[config.mk]
export PLATFORM = sky130hd
export DESIGN_NAME = pulse_width_detect_mc
export DESIGN_NICKNAME = d
export VERILOG_FILES = /design/src/rtl/pulse_width_detect_mc.sv
export SDC_FILE = /design/constraint.sdc
export NUM_CORES = 1
export LEC_CHECK = 0
export BUFFER_PORTS_ARGS = -buffer_cell sky130_fd_sc_hd__buf_2
export CORE_UTILIZATION = 35
export CTS_CLUSTER_SIZE = 10
export DETAILED_ROUTE_END_ITERATION = 10
export GPL_ROUTABILITY_DRIVEN = 0
export PLACE_DENSITY = 0.58
export REMOVE_ABC_BUFFERS = 1
export SLEW_MARGIN = 20
export SYNTH_ARGS = -nofsm -noshare
export SYNTH_HDL_FRONTEND = slang
export SYNTH_SLANG_ARGS = --single-unit
export TNS_END_PERCENT = 30
[constraint.sdc]
create_clock -name clk -period 3.36 [get_ports clk]
set_input_delay 0.168 -clock clk [delete_from_list [all_inputs] [get_ports clk]]
set_output_delay 0.168 -clock clk [all_outputs]
set_load 0.005 [all_outputs]
[src/rtl/pulse_width_detect_mc.sv]
// rtl/pulse_width_detect_mc.sv - multi-channel windowed pulse-width detector with accept/reject strobes
// Define PULSE_DET_CNT_EN to add per-channel saturating accepted-pulse counters (cnt_clr, evt_cnt).
module pulse_width_detect_mc #(
    parameter int CH       = 4,
    parameter int MIN_W    = 1,
    parameter int MAX_W    = 1,
    parameter int POLARITY = 1,
    parameter int WCNT_W   = $clog2(MAX_W + 1)
) (
    input  logic                 clk,
    input  logic                 rst_n,
    input  logic                 en,
    input  logic [CH-1:0]        data_in,
    output logic [CH-1:0]        pulse_out,
    output logic [CH*WCNT_W-1:0] pulse_width,
    output logic [CH-1:0]        reject
`ifdef PULSE_DET_CNT_EN
    ,
    input  logic                 cnt_clr,
    output logic [CH*8-1:0]      evt_cnt
`endif
);

    typedef enum logic [1:0] {
        S_IDLE    = 2'd0,
        S_ARMED   = 2'd1,
        S_ACTIVE  = 2'd2,
        S_TOOLONG = 2'd3
    } state_t;

    localparam logic [WCNT_W-1:0] MIN_C = WCNT_W'(MIN_W);
    localparam logic [WCNT_W-1:0] MAX_C = WCNT_W'(MAX_W);
    localparam logic [WCNT_W-1:0] ONE_C = WCNT_W'(1);

    for (genvar g = 0; g < CH; g++) begin : g_ch
        state_t            state;
        state_t            state_nxt;
        logic [WCNT_W-1:0] cnt;
        logic [WCNT_W-1:0] cnt_nxt;
        logic [WCNT_W-1:0] width_q;
        logic              act;
        logic              accept_nxt;
        logic              reject_nxt;
        logic              pulse_q;
        logic              reject_q;

        assign act = (POLARITY != 0) ? data_in[g] : ~data_in[g];

        always_ff @(posedge clk or negedge rst_n) begin
            if (!rst_n) begin
                state    <= S_IDLE;
                cnt      <= '0;
                pulse_q  <= 1'b0;
                reject_q <= 1'b0;
                width_q  <= '0;
            end else begin
                state    <= state_nxt;
                cnt      <= cnt_nxt;
                pulse_q  <= accept_nxt;
                reject_q <= reject_nxt;
                if (accept_nxt) begin
                    width_q <= cnt;
                end
            end
        end

        // The trailing idle sample lands in ARMED so it doubles as the next pulse's leading idle.
        always_comb begin
            state_nxt = state;
            cnt_nxt   = cnt;
            if (!en) begin
                state_nxt = S_IDLE;
                cnt_nxt   = '0;
            end else begin
                case (state)
                    S_IDLE: begin
                        if (!act) state_nxt = S_ARMED;
                    end
                    S_ARMED: begin
                        if (act) begin
                            state_nxt = S_ACTIVE;
                            cnt_nxt   = ONE_C;
                        end
                    end
                    S_ACTIVE: begin
                        if (act) begin
                            if (cnt == MAX_C) state_nxt = S_TOOLONG;
                            else              cnt_nxt   = cnt + ONE_C;
                        end else begin
                            state_nxt = S_ARMED;
                            cnt_nxt   = '0;
                        end
                    end
                    S_TOOLONG: begin
                        if (!act) begin
                            state_nxt = S_ARMED;
                            cnt_nxt   = '0;
                        end
                    end
                    default: begin
                        state_nxt = S_IDLE;
                        cnt_nxt   = '0;
                    end
                endcase
            end
        end

        always_comb begin
            accept_nxt = 1'b0;
            reject_nxt = 1'b0;
            if (en && state == S_ACTIVE) begin
                if (act) begin
                    reject_nxt = (cnt == MAX_C);
                end else begin
                    accept_nxt = (cnt >= MIN_C);
                    reject_nxt = (cnt < MIN_C);
                end
            end
        end

        assign pulse_out[g]                     = pulse_q;
        assign reject[g]                        = reject_q;
        assign pulse_width[g*WCNT_W +: WCNT_W]  = width_q;

`ifdef PULSE_DET_CNT_EN
        logic [7:0] evt_q;

        // Counts alongside the pulse_out register so a clear in that cycle wins over the increment.
        always_ff @(posedge clk or negedge rst_n) begin
            if (!rst_n) begin
                evt_q <= 8'd0;
            end else if (cnt_clr) begin
                evt_q <= 8'd0;
            end else if (accept_nxt && evt_q != 8'hFF) begin
                evt_q <= evt_q + 8'd1;
            end
        end

        assign evt_cnt[g*8 +: 8] = evt_q;
`endif
    end

endmodule

# ---- Yosys cells after proc, flatten, opt, wreduce, memory -nomap -nowiden
# Cells that the tools add are included.
# Widths: inputs -> output; s select.
dict set report totals {
  output_inout_bits 12
  wordCells 148
  inputBits 7
  ff_bits 24
}
dict set report op_classes {
  addsub 4
  n_reduce_logical 20
  order_cmp 8
  n_eq_ne 32
  muxes 64
}
# cell n
set op_table {}
lappend op_table {{$mux 2} 20}
lappend op_table {{$mux 1} 36}
lappend op_table {{$ne 3x3->1 const B} 12}
lappend op_table {{$pmux 2 s3} 4}
lappend op_table {{$reduce_and 3->1} 8}
lappend op_table {{$eq 2x2->1 const B} 8}
lappend op_table {{$ne 4x1->1 const B} 4}
lappend op_table {{$ne 4x4->1 const B} 4}
lappend op_table {{$pmux 1 s3} 4}
lappend op_table {{$eq 2x1->1 const B} 4}
lappend op_table {{$logic_not 2->1} 4}
lappend op_table {{$reduce_or 2->1} 4}
lappend op_table {{$add 1x1->1 const B} 4}
lappend op_table {{$ge 1x1->1 const B} 4}
lappend op_table {{$logic_and 1x1->1} 4}
lappend op_table {{$lt 1x1->1 const B} 4}

# ---- Logic depth before layout (Yosys ltp)
# Gate-level depths: netlist (run 1).
dict set report logic_depth {
  depth_word 5
  mapped_depth 5
  depth_no_buf 5
}

# ---- Worst setup path before layout (run 1)
# OpenSTA, ideal clock, no wires.
dict set report synth_timing {
  kind {flip-flop to flip-flop}
  startpoint {register g_ch[3].state[0]}
  endpoint {register g_ch[3].width_q}
  stages_incl_launch_ff 5
  setup_ns 0.125
  arrival_time_ns 1.190
  path_buffers 0
  required_ns 3.235
  slack_ns 2.045
  period_less_slack_ns 1.315
  path_cell_list {dfrtp_1 > inv_1 > ha_1 > and3_1 > mux2_2}
}
dict set report synth_between {
  elab_chain_len 3
}
# element line
set synth_lines {}
lappend synth_lines {{start: declaration} 36} ;# state_t state;
lappend synth_lines {{start signal: assignment} 57} ;# state <= state_nxt;
lappend synth_lines {{$eq 2x2->1} 111} ;# if (en && state == S_ACTIVE) begin
lappend synth_lines {{$logic_and 1x1->1} 111}
lappend synth_lines {{$mux 1} 111}
lappend synth_lines {{via g_ch[3].accept_nxt} 42} ;# logic accept_nxt;
lappend synth_lines {{end signal: assignment} 62} ;# width_q <= cnt;
lappend synth_lines {{end: declaration} 40} ;# logic [WCNT_W-1:0] width_q;
# The timed path passes the listed nets, and every way through them passes these cells.
# A chain may end at the register's enable or synchronous reset.

# ---- Final worst setup path (run 1)
# Ends and elaborated chain as after synthesis.

==> results of run 1 <==
worst paths after layout:
check	from	end	slack, ns	depth (start not counted)
worst max-delay path	g_ch[3].state[0]	g_ch[3].width_q	1.93	4
worst min-delay path	data_in[2]	g_ch[2].state[0]	0.19	2
worst max register to register	g_ch[3].state[0]	g_ch[3].width_q	1.93	4
worst min register to register	g_ch[1].width_q	g_ch[1].width_q	0.50	1
max in group asynchronous	rst_n	g_ch[0].state[1]	2.58	2
min in group asynchronous	rst_n	g_ch[1].pulse_q	0.41	2
cell usage after synthesis, drive strengths merged, types with 5 or more instances:
library cell and number:
and3 8, ha 19, mux2i 5, o21ai 12, buf 14, nand2 12
nand2b 9, nor2 6, inv 20, dfrtp 24
sequential cells by signal (all words and copies together) (netlist names):
| signal | count |
|---|---|
| g_ch.width_q | 4 |
| g_ch.cnt | 4 |
| g_ch.state | 8 |
| g_ch.pulse_q | 4 |
| g_ch.reject_q | 4 |
placed cells by master, fill, tap and decap left out, types with 3 or more instances in the layout:
| cell type | synthesis | routed |
|---|---|---|
| dfrtp_1 | 24 | 24 |
| and3_1 | 6 | 6 |
| mux2i_1 | 5 | 5 |
| o21ai_0 | 12 | 12 |
| nor2_1 | 6 | 6 |
| o21a_1 | 4 | 4 |
| buf_2 | 1 | 18 |
| clkbuf_8 | 0 | 4 |
| mux2_2 | 3 | 3 |
| nand2b_1 | 7 | 7 |
| a21oi_1 | 3 | 3 |
| ha_1 | 19 | 19 |
| o211ai_1 | 4 | 4 |
| a31oi_1 | 4 | 4 |
| nand2_1 | 12 | 12 |
| inv_1 | 19 | 19 |
logic make-up (layout without fill, tap and decap cells):
| logic type | Yosys count | count (layout) |
|---|---|---|
| AND/OR/NAND/NOR | 39 | 39 |
| buffers and inverters | 34 | 43 |
| AO/OA/AOI/OAI | 32 | 32 |
| flip-flops | 24 | 24 |
| adder cells (fa/ha/maj) | 19 | 19 |
| multiplexers | 9 | 9 |
per-layer routing:
layer	GRT usage, %	vias to the layer above	routed length (µm)	share of wire (%)
met4	5.73	0	28	1.0
met2	19.9	25	1300	49
li1	-	536	-	-
met5	0	-	0	0
met3	2.33	2	128	4.8
met1	15.3	530	1220	45
layout make-up:
type | count | area (µm²)
clock buffers | 4 | 55.1
fillers | 400 | 2460
inverters | 20 | 75.1
multi-input cells | 99 | 764
flip-flops and latches | 24 | 601
well taps | 50 | 62.6
repair buffers | 19 | 100
report_power, final:
part	internal (mW)	total, mW	switching, mW
logic	0.237	0.524	0.286
clock network	0.104	0.189	0.0845
registers	0.373	0.458	0.0847
total	0.715	1.17	0.455
critical path, stage by stage (launching register included):
cell and delay [ns]:
dfrtp_1 0.42, inv_1 0.12, ha_1 0.25, and3_1 0.20
mux2_2 0.33
==> impl_metrics.ini, run 1 <==
[logic_synthesis]
ys_seq_area_share_pct = 38.9
synth_compound_area_share_pct = 13.5
yosys-top-cells-area = dfrtp_1, ha_1, buf_4, inv_1, o21ai_0
synth.area.mux_share_pct = 6.16
yosys_register_bits = 24
yosys_warnings = 0
synth-async-reset-ratio_pct = 100
syn-cell-area_mm2 = 0.00154
synth_top_family_by_area = adder cells
postSynthAreaPerCell_um2 = 9.83
synth_top_flop_cell = dfrtp_1
synth-simple-area-share_pct = 14.5
yosys.cell_types.count = 27
synthAdderAreaFrac_pct = 15.4
syn_inst = 157
yosys.area.top_type = dfrtp_1
synthXorXnorAreaFrac_pct = 0
synth_edf_count = 0
synth_top_area_share_pct = 38.9

[power_and_ir_drop]
powerDensity_mw_per_mm2 = 706
p_leak_nw = 0.877
vdd_drop_max_uv = 189
p_total_mw = 1.17

[clock_network]
insertion_delay_ns = 0.26
cts_tree = built
cts_buffer_depth = 2
cts_buffers = 3
cts_sinks = 24
cts_max_level = 1
cts_setup_buffers = 0
ctsResizeCount = 0
cts_hold_buf = 1
clk_pin_slew_ns = 0.08
clockRootBuffer = clkbuf_8

[drt]
ant_nets = 0
drtIter0Drc = 47
drcViolationCount = 0
viasPerCell = 5.06
drt_wl_total_um = 2680
vias = 1093
drt-pass1-iter-count = 4
drt-wirelength-per-cell_um = 12.4

[timing]
rsz0062_at_grt = no
tns_ns = 0
finalWorstSetupSlack_ns = 1.93
hold_violations = 0
whs_ns = 0.193
setup_viol = 0
finalClockSkew_ns = 0.00179
fin_crit_sh_pct = 42.5
period_minus_slack_ns = 1.43
slew_headroom_pct = 64.2
max_freq_mhz = 700
final_max_slew_viol_count = 0
tightest_slew_ns = 0.537

[floorplanning]
initial_utilization_pct = 37.5
row_count = 23
core_area_mm2 = 0.00412
fp.dieW_um = 68.4
die_height_um = 68.4
die-area_mm2 = 0.00468
pin_count = 19

[layout]
postLayoutCoreUtil_pct = 40.3
area_growth_pct = 7.46
design_area_mm2 = 0.00166
nets = 193
post_route_cells_drive_above_1_share_pct = 19.3
stdcell_count = 216
num_antenna_cells = 0

[setup_path]
endpoint_kind = register
crit_type = register to register
crit_required_ns = 3.51
critical_path.startpoint_type = register
cp_max_fo = 4
worstPathArrival_ns = 1.58

[place]
place.port_buffers = 18
dp_slack_ns = 1.95
hpwl_um = 2020
dp_cells = 211
place_area_mm2 = 0.00159

[global_route]
grt_pass1_vias = 1027
grt_antenna_before_repair = 0
track_usage_pct = 12.1
grt_max_degree = 25
grt_overflow = 0
grt_pass1_wl_um = 4270

[status]
status = completed

[flow_run]
drv_cap = 0

[worst_hold_path]
hp-class = primary input to register
No activity file was read; power rests on OpenSTA's default activity.
==> run 2: changes to the inputs <==
--- a/config.mk
+++ b/config.mk
@@ -5,12 +5,13 @@
 export SDC_FILE = /design/constraint.sdc
 export NUM_CORES = 1
 export LEC_CHECK = 0
+export ABC_AREA = 1
 export BUFFER_PORTS_ARGS = -buffer_cell sky130_fd_sc_hd__buf_2
 export CORE_UTILIZATION = 35
 export CTS_CLUSTER_SIZE = 10
 export DETAILED_ROUTE_END_ITERATION = 10
 export GPL_ROUTABILITY_DRIVEN = 0
-export PLACE_DENSITY = 0.58
+export PLACE_DENSITY = 0.57
 export REMOVE_ABC_BUFFERS = 1
 export SLEW_MARGIN = 20
 export SYNTH_ARGS = -nofsm -noshare
==> constraint.sdc (replaced) <==
create_clock -name clk -period 1.5 [get_ports clk]
set_input_delay 0.075 -clock clk [delete_from_list [all_inputs] [get_ports clk]]
set_output_delay 0.075 -clock clk [all_outputs]
set_load 0.005 [all_outputs]
==> impl_metrics.ini, run 2 <==
[clock_network]
insertion_delay_ns = 0.26
clk_pin_slew_ns = 0.09
ctsResizeCount = 0
cts_buffer_depth = 2
clockRootBuffer = clkbuf_8
cts_max_level = 1
cts_tree = built
cts_sinks = 24
cts_buffers = 3

[drt]
drt_wl_total_um = 3170
vias = 1421
ant_nets = 0
viasPerCell = 4.31
drt-wirelength-per-cell_um = 9.62
drt-pass1-iter-count = 4
drtIter0Drc = 46
drcViolationCount = 0

[logic_synthesis]
ys_seq_area_share_pct = 32.9
yosys-top-cells-area = dfrtp_1, nand2_1, ha_1, inv_1, nand3_1
syn_inst = 254
yosys.area.top_type = dfrtp_1
synth_common_cells = nand2_1, inv_1, nor2_1
synth_edf_count = 0
postSynthAreaPerCell_um2 = 7.18
synth-async-reset-ratio_pct = 100
yosys.cell_types.count = 16
yosysMostFrequentCell = nand2_1
synth_top_area_share_pct = 32.9
syn-cell-area_mm2 = 0.00182
yosys_register_bits = 24
yosys_warnings = 0
synth_top_flop_cell = dfrtp_1

[layout]
top_register = g_ch.state
num_antenna_cells = 0
final_cell_mix = nand2_1, inv_1, nor2_1
largest_reg_flops = 8
mostFrequentLayoutCell = nand2_1
area_growth_pct = 7.48
post_route_cells_drive_above_1_share_pct = 12.5
stdcell_count = 330
design_area_mm2 = 0.00196
nets = 290

[floorplanning]
initial_utilization_pct = 37.4
core_area_mm2 = 0.00488
fp.dieW_um = 74.2
row_count = 25
pin_count = 19
die_height_um = 74.2
die-area_mm2 = 0.00550

[timing]
slew_headroom_pct = 63.7
max_freq_mhz = 767
period_minus_slack_ns = 1.30
hold_violations = 0
whs_ns = 0.200
setup_viol = 0
finalClockSkew_ns = 0.00433
rsz0062_at_grt = no
tightest_slew_ns = 0.545
fin_crit_sh_pct = 86.9
tns_ns = 0
final_max_slew_viol_count = 0

[place]
hpwl_um = 2420
place_area_mm2 = 0.00190
place.port_buffers = 18
dp_cells = 325

[power_and_ir_drop]
p_int_mw = 1.68
pwr-share-clk_pct = 15.1
seqPwrFrac_pct = 35.5
vdd_drop_max_uv = 875
p_total_mw = 2.93
p_leak_nw = 1.21
powerDensity_mw_per_mm2 = 1490
comb_power_share_pct = 49.4
swShare_pct = 42.7
switchingPower_mw = 1.25

[setup_path]
endpoint_kind = register
worstPathArrival_ns = 1.51
crit_required_ns = 1.71
cp_max_fo = 7
critical_path.startpoint_type = register
crit_type = register to register

[worst_hold_path]
hp-class = primary input to register

[global_route]
grt_max_degree = 25
track_usage_pct = 13.3
grt_pass1_vias = 1332
grt_antenna_before_repair = 0
grt_pass1_wl_um = 5730
grt_overflow = 0

[status]
status = completed

[flow_run]
drv_cap = 0
==> run 2: changes by cell type after synthesis, moves of 4 or more <==
cell / before / now
a31oi_1: 4 / 0
nor2_1: 6 / 28
nand3_1: 1 / 26
inv_1: 19 / 42
mux2i_1: 5 / 0
o21a_1: 4 / 0
nand2b_1: 7 / 0
o21ai_0: 12 / 4
o211ai_1: 4 / 0
nand2_1: 12 / 78
==> run 2: cells by family (layout without fill, tap and decap cells) <==
kind of cell               Yosys count  in the layout  synth area share (%)
AOI/OAI and AO/OA                    8              8                  2.19
adders and majority gates           19             19                  13.0
buffers and inverters               59             68                  15.8
DFF                                 24             24                  32.9
and+or+nand+nor                    144            144                  36.1
==> run 2: layer usage <==
| metal | routed length (µm) | up-vias | track usage (%) |
|---|---|---|---|
| li1 | - | 779 | - |
| met1 | 1690 | 617 | 17.4 |
| met2 | 1370 | 23 | 22.9 |
| met3 | 97 | 2 | 2.85 |
| met4 | 11 | 0 | 1.92 |
| met5 | 0 | - | 0 |
==> run 2: path summary, 6_finish.rpt <==
check	slack, ns	startpoint	cells past startpoint	to
hold / removal	0.20	data_in[2]	5	g_ch[2].cnt
max in group asynchronous	0.81	rst_n	2	g_ch[3].state[1]
hold reg to reg	0.48	g_ch[0].width_q	2	g_ch[0].width_q
setup reg to reg	0.20	g_ch[0].state[0]	8	g_ch[0].state[1]
setup / recovery	0.20	g_ch[0].state[0]	8	g_ch[0].state[1]
min in group asynchronous	0.32	rst_n	2	g_ch[1].width_q
==> run 2: power by group through the flow <==
stage                     registers, mW  clock network [mW]  logic [mW]
final                              1.04               0.442        1.45
after detailed placement           1.06                   0        1.45
after CTS                          1.05               0.463        1.46
after global placement             1.06                   0        1.45
after global routing               1.08               0.485        1.72
after floorplan                    1.02                   0        1.13
==> run 2: final cells by class <==
class / instances / area, µm²
fill: 544 / 2920
multi-input combinational: 171 / 936
sequential: 24 / 601
inverter: 44 / 165
timing repair buffer: 20 / 120
tap: 67 / 83.8
clock buffer: 4 / 55.1
==> run 2: critical path, cell delays in order, from the launching register on <==
cell     delay [ns]
dfrtp_1        0.42
inv_1          0.08
ha_1           0.29
inv_1          0.11
nor2_1         0.10
nand2_1        0.05
nand3_1        0.08
nand2_1        0.06
nand2_1        0.06
==> run 2: timing repair <==
item,4_1_cts,5_1_grt
hold buffers,1,0
endpoints found under the hold margin,24,0
setup buffers,0,0
==> run 2: per-stage QoR <==
stage / worst slack [ns] / utilization (%)
4_1_cts: 0.193 / 40.2
2_1_floorplan: 0.355 / -
5_1_grt: 0.0532 / 40.2
6_report: 0.196 / 40.2
3_3_place_gp: 0.244 / 38.8
3_5_place_dp: 0.226 / 38.8
==> run 3: changes to the inputs <==
--- a/config.mk
+++ b/config.mk
@@ -7,11 +7,11 @@
 export LEC_CHECK = 0
 export ABC_AREA = 1
 export BUFFER_PORTS_ARGS = -buffer_cell sky130_fd_sc_hd__buf_2
-export CORE_UTILIZATION = 35
+export CORE_UTILIZATION = 59
 export CTS_CLUSTER_SIZE = 10
 export DETAILED_ROUTE_END_ITERATION = 10
 export GPL_ROUTABILITY_DRIVEN = 0
-export PLACE_DENSITY = 0.57
+export PLACE_DENSITY = 0.85
 export REMOVE_ABC_BUFFERS = 1
 export SLEW_MARGIN = 20
 export SYNTH_ARGS = -nofsm -noshare
==> constraint.sdc (replaced) <==
create_clock -name clk -period 1.5 [get_ports clk]
set_input_delay 0.075 -clock clk [delete_from_list [all_inputs] [get_ports clk]]
set_output_delay 0.075 -clock clk [all_outputs]
set_load 0.02 [all_outputs]
==> impl_metrics.ini, run 3 (synthesized netlist as in run 2, its figures left out) <==
[status]
status = finished, violations left
violations = design-rule violations

[power_and_ir_drop]
pwr-share-clk_pct = 9.6
seqPwrFrac_pct = 36.7
vdd_drop_max_uv = 718
swShare_pct = 46.1
switchingPower_mw = 1.32
p_leak_nw = 1.19
p_total_mw = 2.86
p_int_mw = 1.54
powerDensity_mw_per_mm2 = 1520
comb_power_share_pct = 53.7

[layout]
largest_reg_flops = 8
design_area_mm2 = 0.00188
area_growth_pct = 2.95
post_route_cells_drive_above_1_share_pct = 12.5
mostFrequentLayoutCell = nand2_1
final_cell_mix = nand2_1, inv_1, nor2_1
nets = 291
top_register = g_ch.state
num_antenna_cells = 0

[timing]
tightest_slew_ns = 0.521
max_freq_mhz = 770
setup_viol = 0
finalClockSkew_ns = 0.00807
rsz0062_at_grt = no
fin_crit_sh_pct = 86.6
final_max_slew_viol_count = 0
finalWorstSetupSlack_ns = 0.202
hold_violations = 0
period_minus_slack_ns = 1.30
slew_headroom_pct = 65.3
tns_ns = 0

[setup_path]
critPathLaunch = g_ch[0].state[0]
crit_type = register to register
critical_path.startpoint_type = register
endpoint_kind = register
worstPathArrival_ns = 1.54
crit_required_ns = 1.74
timing.rr.start = g_ch[0].state[0]
cp_max_fo = 7

[drt]
drt_wl_total_um = 3060
drtIter0Drc = 32
viasPerCell = 4.94
drcViolationCount = 3
ant_nets = 0
drt-pass1-iter-count = 9
drt-wirelength-per-cell_um = 10.4
vias = 1451

[clock_network]
ctsResizeCount = 0
clockRootBuffer = clkbuf_4
cts_sinks = 24
cts_buffer_depth = 2
insertion_delay_ns = 0.30
cts_tree = built
cts_buffers = 3
clk_pin_slew_ns = 0.12
cts_max_level = 1

[place]
hpwl_um = 2390
place_area_mm2 = 0.00185
dp_slack_ns = 0.243
place.port_buffers = 18

[global_route]
grt_pass1_vias = 1282
grt_antenna_before_repair = 0
grt_max_degree = 25
grt_overflow = 0
track_usage_pct = 20.3
grt_pass1_wl_um = 5310

[floorplanning]
die_height_um = 57.6
fp.dieW_um = 57.6
row_count = 19
core_area_mm2 = 0.00285
pin_count = 19
initial_utilization_pct = 63.9
die-area_mm2 = 0.00332

[worst_hold_path]
hold_start = data_in[0]
hp-class = primary input to register

[flow_run]
drv_cap = 0
[run 3: cell count changes in the layout (fill, tap and decap cells not counted), sizes merged]
cell    before  now
clkbuf       4    3
buf         19   20
[run 3: area by class of cell]
type / instances / area (µm²)
inverters: 44 / 165
flip-flops and latches: 24 / 601
well taps: 31 / 38.8
multi-input cells: 171 / 936
repair buffers: 21 / 115
clock buffers: 3 / 22.5
fillers: 244 / 975
[run 3: final timing paths]
kind	to	slack, ns	cells past startpoint
max reg2reg	g_ch[0].state[1]	0.20	8
min in group asynchronous	g_ch[1].pulse_q	0.26	2
min	g_ch[0].cnt	0.16	5
max in group asynchronous	g_ch[0].state[0]	0.88	2
max	g_ch[0].state[1]	0.20	8
min reg2reg	g_ch[0].width_q	0.49	2
[run 3: layer usage]
metal  track usage (%)  part of all wire [%]
met1              25.7                    48
met2              36.5                    48
met3              2.72                   3.0
met4              4.18                  0.56
met5                 0                     0
[run 3: metrics by stage]
step                hold WS (ns)  std cells  util, %
finish                     0.157        294     65.8
global route               0.160        294     65.8
CTS                        0.146        294     65.8
detailed placement        0.0847        290     64.7
global placement          0.0835        290     64.7
floorplan                 -0.221        239        -
[run 3: timing repair]
item / 4_1_cts / 5_1_grt
hold endpoints to repair: 24 / 0
setup buffers: 0 / 0
hold buffers: 1 / 0
[run 3: power by group through the flow]
stage	Sequential [mW]	Combinational, mW	Clock, mW
after CTS	1.05	1.54	0.284
after floorplan	1.09	1.13	0
final	1.05	1.54	0.273
after global placement	1.05	1.48	0
after global routing	1.07	1.79	0.316
after detailed placement	1.06	1.53	0
[run 3: critical path, cell delays in order (launching register included)]
cell and delay (ns):
dfrtp_1 0.44, inv_1 0.07, ha_1 0.27, inv_1 0.11, nor2_1 0.09, nand2_1 0.05, nand3_1 0.09, nand2_1 0.06
nand2_1 0.06
